===== src/rtl/poly_mul_load_sequencer_pkg.sv =====
// Shared types and constants for the polynomial-multiply BRAM load sequencer.
// Sizes are fixed for 256-coefficient polynomials packed into 64-bit BRAM words.
package poly_mul_load_sequencer_pkg;

  localparam int ADDR_W          = 8;
  localparam int S_WORDS         = 16;
  localparam int A_WORDS         = 52;
  localparam int BRAM_RD_LATENCY = 1;

  function automatic int max_i(input int a, input int b);
    return (a > b) ? a : b;
  endfunction

  localparam int CNT_W = $clog2(max_i(S_WORDS, A_WORDS) + 1);

  typedef enum logic [2:0] {IDLE, LOAD_S, STREAM_A, DRAIN, DONE} state_e;

  typedef enum logic {PH_S, PH_A} phase_e;

  // Travels alongside a BRAM read so the returned word can be classified.
  typedef struct packed {
    logic   valid;
    phase_e phase;
    logic   last;
  } rd_tag_t;

  localparam rd_tag_t RD_TAG_NONE = '{valid: 1'b0, phase: PH_S, last: 1'b0};

endpackage


===== src/rtl/poly_mul_load_sequencer_if.sv =====
// Handshake bundle between instruction decoder, BRAM read port and multiplier.
// master drives requests and backpressure; slave is the sequencer.
interface poly_mul_load_sequencer_if
  import poly_mul_load_sequencer_pkg::*;
();

  logic              start;
  logic [ADDR_W-1:0] s_base;
  logic [ADDR_W-1:0] a_base;
  logic              mul_ready;
  logic [ADDR_W-1:0] bram_addr;
  logic              bram_rd_en;
  logic              s_load_valid;
  logic              s_load_done;
  logic              a_valid;
  logic              busy;
  logic              done;

  modport master (
    output start, s_base, a_base, mul_ready,
    input  bram_addr, bram_rd_en, s_load_valid, s_load_done, a_valid, busy, done
  );

  modport slave (
    input  start, s_base, a_base, mul_ready,
    output bram_addr, bram_rd_en, s_load_valid, s_load_done, a_valid, busy, done
  );

endinterface


===== src/rtl/poly_mul_load_sequencer_bram_rd_valid_pipe.sv =====
// Delays the read-issue tag by the BRAM read latency so it lines up with dout.
module bram_rd_valid_pipe
  import poly_mul_load_sequencer_pkg::*;
#(
  parameter int LATENCY = BRAM_RD_LATENCY
) (
  input  logic    clk,
  input  logic    rst,
  input  rd_tag_t tag_i,
  output rd_tag_t tag_o
);

  rd_tag_t stage_q [LATENCY];

  always_ff @(posedge clk) begin
    if (rst) begin
      // NOTE: this small array is reset on purpose: a tag left in flight after an abort would raise a stray valid.
      for (int i = 0; i < LATENCY; i++) stage_q[i] <= RD_TAG_NONE;
    end else begin
      stage_q[0] <= tag_i;
      for (int i = 1; i < LATENCY; i++) stage_q[i] <= stage_q[i-1];
    end
  end

  assign tag_o = stage_q[LATENCY-1];

endmodule


===== src/rtl/poly_mul_load_sequencer.sv =====
// Drives the shared BRAM read port: secret words first, then public words under
// multiplier backpressure, then a one-cycle done pulse. All outputs are registered.
module poly_mul_load_sequencer
  import poly_mul_load_sequencer_pkg::*;
(
  input  logic                       clk,
  input  logic                       rst,
  poly_mul_load_sequencer_if.slave   ctrl
);

  state_e            state_q;
  logic [CNT_W-1:0]  cnt_q;
  logic [ADDR_W-1:0] s_base_q;
  logic [ADDR_W-1:0] a_base_q;
  logic [ADDR_W-1:0] addr_q;
  logic              rd_en_q;
  phase_e            phase_q;
  logic              last_q;
  logic              busy_q;
  logic              done_q;

  logic [ADDR_W-1:0] s_addr_d;
  logic [ADDR_W-1:0] a_addr_d;
  logic              s_last_d;
  logic              a_last_d;

  // Addresses wrap modulo 2^ADDR_W by construction of the adder width.
  assign s_addr_d = s_base_q + ADDR_W'(cnt_q);
  assign a_addr_d = a_base_q + ADDR_W'(cnt_q);
  assign s_last_d = (cnt_q == CNT_W'(S_WORDS - 1));
  assign a_last_d = (cnt_q == CNT_W'(A_WORDS - 1));

  always_ff @(posedge clk) begin
    if (rst) begin
      state_q  <= IDLE;
      cnt_q    <= '0;
      s_base_q <= '0;
      a_base_q <= '0;
      addr_q   <= '0;
      rd_en_q  <= 1'b0;
      phase_q  <= PH_S;
      last_q   <= 1'b0;
      busy_q   <= 1'b0;
      done_q   <= 1'b0;
    end else begin
      // NOTE: pulse outputs get a default here; a later non-blocking write in the case wins, so they self-clear.
      rd_en_q <= 1'b0;
      last_q  <= 1'b0;
      done_q  <= 1'b0;
      if (done_q) busy_q <= 1'b0;

      unique case (state_q)
        IDLE: begin
          // busy_q is still high during the done cycle, which is what rejects a start there.
          if (ctrl.start && !busy_q) begin
            s_base_q <= ctrl.s_base;
            a_base_q <= ctrl.a_base;
            cnt_q    <= '0;
            busy_q   <= 1'b1;
            state_q  <= LOAD_S;
          end
        end
        LOAD_S: begin
          rd_en_q <= 1'b1;
          addr_q  <= s_addr_d;
          phase_q <= PH_S;
          last_q  <= s_last_d;
          if (s_last_d) begin
            cnt_q   <= '0;
            state_q <= STREAM_A;
          end else begin
            cnt_q <= cnt_q + 1'b1;
          end
        end
        STREAM_A: begin
          if (ctrl.mul_ready) begin
            rd_en_q <= 1'b1;
            addr_q  <= a_addr_d;
            phase_q <= PH_A;
            if (a_last_d) begin
              cnt_q   <= '0;
              state_q <= DRAIN;
            end else begin
              cnt_q <= cnt_q + 1'b1;
            end
          end
        end
        DRAIN: state_q <= DONE;
        DONE: begin
          done_q  <= 1'b1;
          state_q <= IDLE;
        end
        default: state_q <= IDLE;
      endcase
    end
  end

  rd_tag_t issue_tag;
  rd_tag_t ret_tag;

  assign issue_tag = '{valid: rd_en_q, phase: phase_q, last: last_q};

  bram_rd_valid_pipe #(.LATENCY(BRAM_RD_LATENCY)) u_valid_pipe (
    .clk   (clk),
    .rst   (rst),
    .tag_i (issue_tag),
    .tag_o (ret_tag)
  );

  assign ctrl.bram_addr    = addr_q;
  assign ctrl.bram_rd_en   = rd_en_q;
  assign ctrl.s_load_valid = ret_tag.valid && (ret_tag.phase == PH_S);
  assign ctrl.s_load_done  = ret_tag.valid && (ret_tag.phase == PH_S) && ret_tag.last;
  assign ctrl.a_valid      = ret_tag.valid && (ret_tag.phase == PH_A);
  assign ctrl.busy         = busy_q;
  assign ctrl.done         = done_q;

endmodule

===== src/flat_wrapper.sv =====
// flat-port wrapper written by rule: the top's interface ports become plain ports
module poly_mul_load_sequencer_flat import poly_mul_load_sequencer_pkg::*;
  (clk, rst, ctrl_start, ctrl_s_base, ctrl_a_base, ctrl_mul_ready, ctrl_bram_addr, ctrl_bram_rd_en, ctrl_s_load_valid, ctrl_s_load_done, ctrl_a_valid, ctrl_busy, ctrl_done);
  poly_mul_load_sequencer_if ctrl_i ();
  input  logic clk;
  input  logic rst;
  input wire logic [$bits(ctrl_i.start)-1:0] ctrl_start;
  input wire logic [$bits(ctrl_i.s_base)-1:0] ctrl_s_base;
  input wire logic [$bits(ctrl_i.a_base)-1:0] ctrl_a_base;
  input wire logic [$bits(ctrl_i.mul_ready)-1:0] ctrl_mul_ready;
  output wire logic [$bits(ctrl_i.bram_addr)-1:0] ctrl_bram_addr;
  output wire logic [$bits(ctrl_i.bram_rd_en)-1:0] ctrl_bram_rd_en;
  output wire logic [$bits(ctrl_i.s_load_valid)-1:0] ctrl_s_load_valid;
  output wire logic [$bits(ctrl_i.s_load_done)-1:0] ctrl_s_load_done;
  output wire logic [$bits(ctrl_i.a_valid)-1:0] ctrl_a_valid;
  output wire logic [$bits(ctrl_i.busy)-1:0] ctrl_busy;
  output wire logic [$bits(ctrl_i.done)-1:0] ctrl_done;
  assign ctrl_i.start = ctrl_start;
  assign ctrl_i.s_base = ctrl_s_base;
  assign ctrl_i.a_base = ctrl_a_base;
  assign ctrl_i.mul_ready = ctrl_mul_ready;
  assign ctrl_bram_addr = ctrl_i.bram_addr;
  assign ctrl_bram_rd_en = ctrl_i.bram_rd_en;
  assign ctrl_s_load_valid = ctrl_i.s_load_valid;
  assign ctrl_s_load_done = ctrl_i.s_load_done;
  assign ctrl_a_valid = ctrl_i.a_valid;
  assign ctrl_busy = ctrl_i.busy;
  assign ctrl_done = ctrl_i.done;
  poly_mul_load_sequencer u_core (.clk(clk), .rst(rst), .ctrl(ctrl_i));
endmodule

===== config.mk =====
export PLATFORM = sky130hd
export DESIGN_NAME = poly_mul_load_sequencer_flat
export DESIGN_NICKNAME = d
export VERILOG_FILES = /design/src/rtl/poly_mul_load_sequencer_pkg.sv /design/src/rtl/poly_mul_load_sequencer_if.sv /design/src/rtl/poly_mul_load_sequencer_bram_rd_valid_pipe.sv /design/src/rtl/poly_mul_load_sequencer.sv /design/src/flat_wrapper.sv
export SDC_FILE = /design/constraint.sdc
export NUM_CORES = 1
export LEC_CHECK = 0
export BUFFER_PORTS_ARGS = -buffer_cell sky130_fd_sc_hd__buf_2
export CAP_MARGIN = 10
export CORE_ASPECT_RATIO = 1.2
export CORE_MARGIN = 2
export CORE_UTILIZATION = 48
export DETAILED_ROUTE_END_ITERATION = 10
export PLACE_DENSITY = 0.66
export SLEW_MARGIN = 10
export SYNTH_ARGS = -nofsm -noshare
export SYNTH_HDL_FRONTEND = slang
export SYNTH_SLANG_ARGS = --single-unit

===== constraint.sdc =====
create_clock -name clk -period 3 [get_ports clk]
set_input_delay 0.15 -clock clk [delete_from_list [all_inputs] [get_ports clk]]
set_output_delay 0.15 -clock clk [all_outputs]
set_load 0.02 [all_outputs]

Word level (Yosys, flattened, before mapping)
Memory sizes are Yosys's and may differ from the RTL's.
Cells that the tools add are included.
Cells by class
  add/sub/neg operators: 3
  eq/ne operators: 10
  multiplexer cells: 25
  bitwise logic cells: 2
  reductions and logical operators: 14
Operators with widths (count)
  $mux 6: 4
  $pmux 6 s3: 1
  $add 8x6->8: 2
  $pmux 8 s2: 1
  $mux 3: 5
  $pmux 3 s4: 1
  $mux 1: 10
  $mux 8: 1
  $add 6x1->6 const B: 1
  $eq 3x2->1 const B: 2
  $eq 6x4->1 const B: 1
  $eq 6x6->1 const B: 1
  $ne 2x1->1 const B: 3
  $logic_and 1x1->1: 4
  $pmux 1 s2: 2
  $reduce_and 2->1: 2
  $reduce_and 4->1: 1
  $eq 3x1->1 const B: 1
  $eq 3x3->1 const B: 1
  $logic_not 3->1: 1
  $reduce_and 3->1: 1
  $reduce_bool 3->1: 1
  $reduce_or 3->1: 1
  $ne 2x2->1 const B: 1
  other kinds (4): 5
Word-level totals
  bits in registers: 38
  memory bits (writable): 3
  input bits: 20
  output and inout port bits: 14
  memories: 1
Memories
  u_core.u_valid_pipe.stage_q: words 1, bits a word 3, read ports 1, clocked after Yosys merged registers in 0, wr ports 1, line poly_mul_load_sequencer_bram_rd_valid_pipe.sv:13  | rd_tag_t stage_q [LATENCY];

Longest topological paths before layout
  depth after elaboration: 4
  mapped depth: 10

Cells and area by module
From an unflattened synthesis, not the netlist that was laid out.
Second synthesis, totals
  cells, all modules: 232
  area total of the unflattened synthesis: 1999.4 um2
By module, submodules not included
  poly_mul_load_sequencer: instances 1, cells an instance 226, area an instance 1920.6 um2, sequential area each 760.7 um2
  bram_rd_valid_pipe: instances 1, cells an instance 6, area an instance 78.8 um2, sequential area each 60.1 um2

Least setup slack after synthesis
Ideal clock, no wire load.
  path kind: reg2reg
  start: register u_core.state_q[0]
  end: register u_core.addr_q[7], in the netlist u_core.ctrl.bram_addr[7]
  library setup time: 96 ps
  arrival time: 2395 ps
  setup slack: 509 ps
  stages on the path, launching flop included: 10
  buffers on the path: 1
  clock period less this slack: 2491 ps
  cell sequence: dfxtp_1 > buf_6 > nor3b_4 > mux2_2 > ha_1 > a21oi_1 > a21boi_0 > a311oi_1 > or4_1 > o311ai_1
On the way
  word-level cells in the longest chain between the ends: 3
RTL lines
  start, declared: line poly_mul_load_sequencer.sv:11  | state_e state_q;
  start signal, assigned: line poly_mul_load_sequencer.sv:35  | state_q <= IDLE;
  start signal, assigned: line poly_mul_load_sequencer.sv:60  | state_q <= LOAD_S;
  start signal, assigned: line poly_mul_load_sequencer.sv:70  | state_q <= STREAM_A;
  $eq 3x2->1 / $eq 3x1->1 (equally long branches): line poly_mul_load_sequencer.sv:52  | unique case (state_q)
  $ne 2x2->1 (no line) / $reduce_bool 2->1 (equally long branches)
  $reduce_and 2->1 (no line)
  end signal, assigned: line poly_mul_load_sequencer.sv:65  | addr_q <= s_addr_d;
  end signal, assigned: line poly_mul_load_sequencer.sv:78  | addr_q <= a_addr_d;
  end, declared: line poly_mul_load_sequencer.sv:15  | logic [ADDR_W-1:0] addr_q;
Parallel ways exist; a longest one is shown, timed or not.
A chain may end at the register's enable or synchronous reset.

Final worst setup path
Ends and elaborated chain as after synthesis.

==> impl_metrics.yaml <==
sta:
  clock.fmax_mhz: 381.2
  setup_viol: 0
  hold_viol: 0
  setup_tns_ns: 0
  worstMarginPinSlew_ns: 0.7286
  worst_slack_ns: 0.3766
  period_needed_ns: 2.623
  rsz0062_at_grt: "false"
  post-route-period-util_pct: 87.45
  slew_headroom_pct: 51.43
  finClkSkew_ns: 0.004078
  slew_violations: 0
logic_synthesis:
  synthTopCellsByArea: "dfxtp_1, nand2_1, a21oi_1"
  yosysTopAreaCell: "dfxtp_1"
  synth_cell_type_count: 40
  syn_inst: 233
  synth_warnings: 0
  netlist_area_sq_mm: 0.001984
  synth_edf_count: 0
  ys_ff_latch: 41
  yosysTopAreaCellShare_pct: 41.36
  yosysSeqAreaShare_pct: 41.36
  synth-main-ff-cell: "dfxtp_1"
  syn_avg_cell_area_sq_um: 8.517
  synth_nets: 263
  ys_async_sr_fraction_pct: 0
clock_network:
  cts_sinks: 41
  cts_resized: 0
  postCtsSetupRepairBufs: 0
  path_clk_slew_ns: 0.08
  root_buffer: "clkbuf_8"
  tritoncts: "built"
  insertion_delay_ns: 0.29
  cts_buffer_depth: 2
  htreeDepth: 2
  hold_buffers: 0
  numCtsBuffers: 5
critical_path:
  r2r_slack_ns: 0.38
  start_kind: "flip-flop"
  endpoint_kind: "flip-flop"
  cp_max_fo: 12
  critPathKind: "reg -> reg"
  required_ns: 3.20
  reg2reg_depth: 8
  r2r_end: "u_core.ctrl.bram_addr[7]$_SDFFE_PP0P_"
  r2r_start: "u_core.state_q[0]$_SDFFE_PP0P_"
  worstPathArrival_ns: 2.82
pwr:
  power_frac_seq_pct: 52.1
  switching_share_pct: 25.91
  comb_power_share_pct: 13.4
  p_int_uw: 841.1
  p_clk_share_pct: 34.5
  leakagePower_uw: 0.0009531
  max-vdd-ir-drop_mv: 0.3119
  switching_power_uw: 294.1
  power.density_mw_per_mm2: 494.4
routing:
  dr.pass1.iters: 4
  avgRoutedWirePerCell_um: 12.49
  highest_layer: "met4"
  wirelength_um: 4008
  first_iter_violations: 69
  m1WireLength_um: 1938
  dr_wl_met2_um: 1866
  ant_nets: 0
  viasPerCell: 5.140
  drc: 0
  wl_met3_um: 150
  num_vias: 1650
run:
  max-cap-violations: 0
final_layout:
  fill_cells: 401
  seq_area_sq_um: 820.8
  antenna_cells: 0
  nets: 296
  final_layout_size_suffix_gt1_share_pct: 20.60
  multi_input_area_sq_mm: 0.001074
  layout-area-overhead-vs-synth_pct: 15.70
floorplan:
  start_util_pct: 50.35
  die_h_um: 74.44
  dieArea_sq_mm: 0.004667
  io_pins: 34
  core.rowCount: 25
  core_area_sq_mm: 0.003941
  die_w_um: 62.70
placed_design:
  place_hpwl_um: 2897
  io_buffers: 33
  gp_congestion: 0.8260
  dp_slack_ns: 0.3990
global_routing:
  grt_start_max_net_pins: 43
  grt_overflow_total: 0
  antenna_found_initial: 0
  grt_pass1_wl_um: 6906
  grt_pass1_vias: 1553
  gr-usage-all-layers_pct: 18.80
outcome:
  outcome: "completed"
min_path:
  hold_path_class: "in -> reg"
  min_to: "u_core.s_base_q[4]$_SDFFE_PP0P_"
  hold_start: "ctrl_s_base[4]"
  holdPathStages: 3
## cell usage after synthesis, types with 5 or more instances
| cell type | instances |
|---|---|
| nand2_1 | 44 |
| ha_1 | 9 |
| inv_1 | 8 |
| a211oi_1 | 5 |
| o21ai_0 | 7 |
| mux2_2 | 6 |
| dfxtp_1 | 41 |
| nand3_1 | 5 |
| nor2_1 | 13 |
| a21o_1 | 5 |
| a21oi_1 | 28 |
| nor2b_1 | 5 |
| clkbuf_1 | 9 |
| xnor2_1 | 6 |
## state kept, by name, summed over array words and instances, names as in the netlist
name and flops:
u_core.a_base_q 8, u_core.cnt_q 6, u_core.ctrl.bram_addr 8, u_core.ctrl.bram_rd_en 1, u_core.ctrl.busy 1, u_core.ctrl.done 1
u_core.last_q 1, u_core.phase_q 1, u_core.s_base_q 8, u_core.state_q 3, u_core.u_valid_pipe.stage_q 3
## cell families (layout without fill, tap and decap cells)
family | after synthesis | count (layout) | synth area share [%]
and+or+nand+nor | 89 | 89 | 22.07
muxes | 8 | 8 | 4.413
buffers and inverters | 20 | 54 | 4.539
DFF | 41 | 41 | 41.36
adders and majority gates | 10 | 10 | 6.684
xor gates and xnor gates | 9 | 9 | 3.972
AOI/OAI and AO/OA | 56 | 56 | 16.96
## power by group through the flow
stage                     Sequential [uW]  Clock (uW)  Combinational, uW
after detailed placement              605           0                153
final                                 591         391                153
after floorplan                       606           0                105
after CTS                             592         402                154
after global placement                604           0                153
after global routing                  595         430                174
## per-stage QoR
| stage | hold WS, ns | utilization, % | area (sq um) | power (uW) | instances |
|---|---|---|---|---|---|
| after floorplan | 0.2860 | - | 1984 | 710.8 | 233 |
| after global placement | 0.3921 | 55.68 | 2195 | 756.3 | 313 |
| after detailed placement | 0.3953 | 55.68 | 2195 | 758.0 | 313 |
| after CTS | 0.08364 | 58.25 | 2296 | 1147 | 321 |
| after global routing | 0.09417 | 58.25 | 2296 | 1199 | 321 |
| final | 0.09104 | 58.25 | 2296 | 1135 | 321 |
## cell usage in the layout, fill, tap and decap left out, drive strengths merged, types with 2 or more instances in the layout
master and n:
o21ai 7, a211oi 5, nor4 3, nor2 13, buf 38, xnor2 6, nor3b 2, mux2 6
nand2b 2, a31oi 3, mux2i 2, nor4b 3, clkbuf 7, a21oi 28, or4 3, inv 8
nor2b 5, dfxtp 41, xor2 3, a32oi 2, and2 2, nor3 3, nand3 5, ha 9
a21o 5, nand2 44
## how the worst max path moves through the flow
stage                                         from                                    end  slack, ns
finish              u_core.state_q[0]$_SDFFE_PP0P_  u_core.ctrl.bram_addr[7]$_SDFFE_PP0P_       0.38
global route        u_core.state_q[0]$_SDFFE_PP0P_  u_core.ctrl.bram_addr[6]$_SDFFE_PP0P_       0.16
CTS                 u_core.state_q[0]$_SDFFE_PP0P_  u_core.ctrl.bram_addr[7]$_SDFFE_PP0P_       0.37
detailed placement  u_core.state_q[0]$_SDFFE_PP0P_  u_core.ctrl.bram_addr[7]$_SDFFE_PP0P_       0.40
global placement    u_core.state_q[0]$_SDFFE_PP0P_  u_core.ctrl.bram_addr[7]$_SDFFE_PP0P_       0.45
floorplan           u_core.state_q[0]$_SDFFE_PP0P_  u_core.ctrl.bram_addr[7]$_SDFFE_PP0P_       0.51
## cell type report
class	count	share of cell area, %
inverter	8	1.308
clock buffer	7	4.196
clock inverter	1	0.2180
sequential	41	35.75
timing repair buffer	38	8.828
tap	54	2.943
multi-input combinational	172	46.76
## routing by layer
metal | vias to the layer above | global-route usage, %
li1 | 872 | -
met1 | 736 | 23.21
met2 | 38 | 32.26
met3 | 4 | 4.539
met4 | 0 | 7.160
met5 | - | 0
## worst max-delay path: stages (launching register included)
cell and delay [ns]:
dfxtp_1 0.45, nor3b_4 0.31, buf_4 0.20, mux2_2 0.35, ha_1 0.30, a21boi_0 0.23
a311oi_1 0.14, or4_1 0.48, o311ai_1 0.08
No activity file was read; power rests on OpenSTA's default activity.
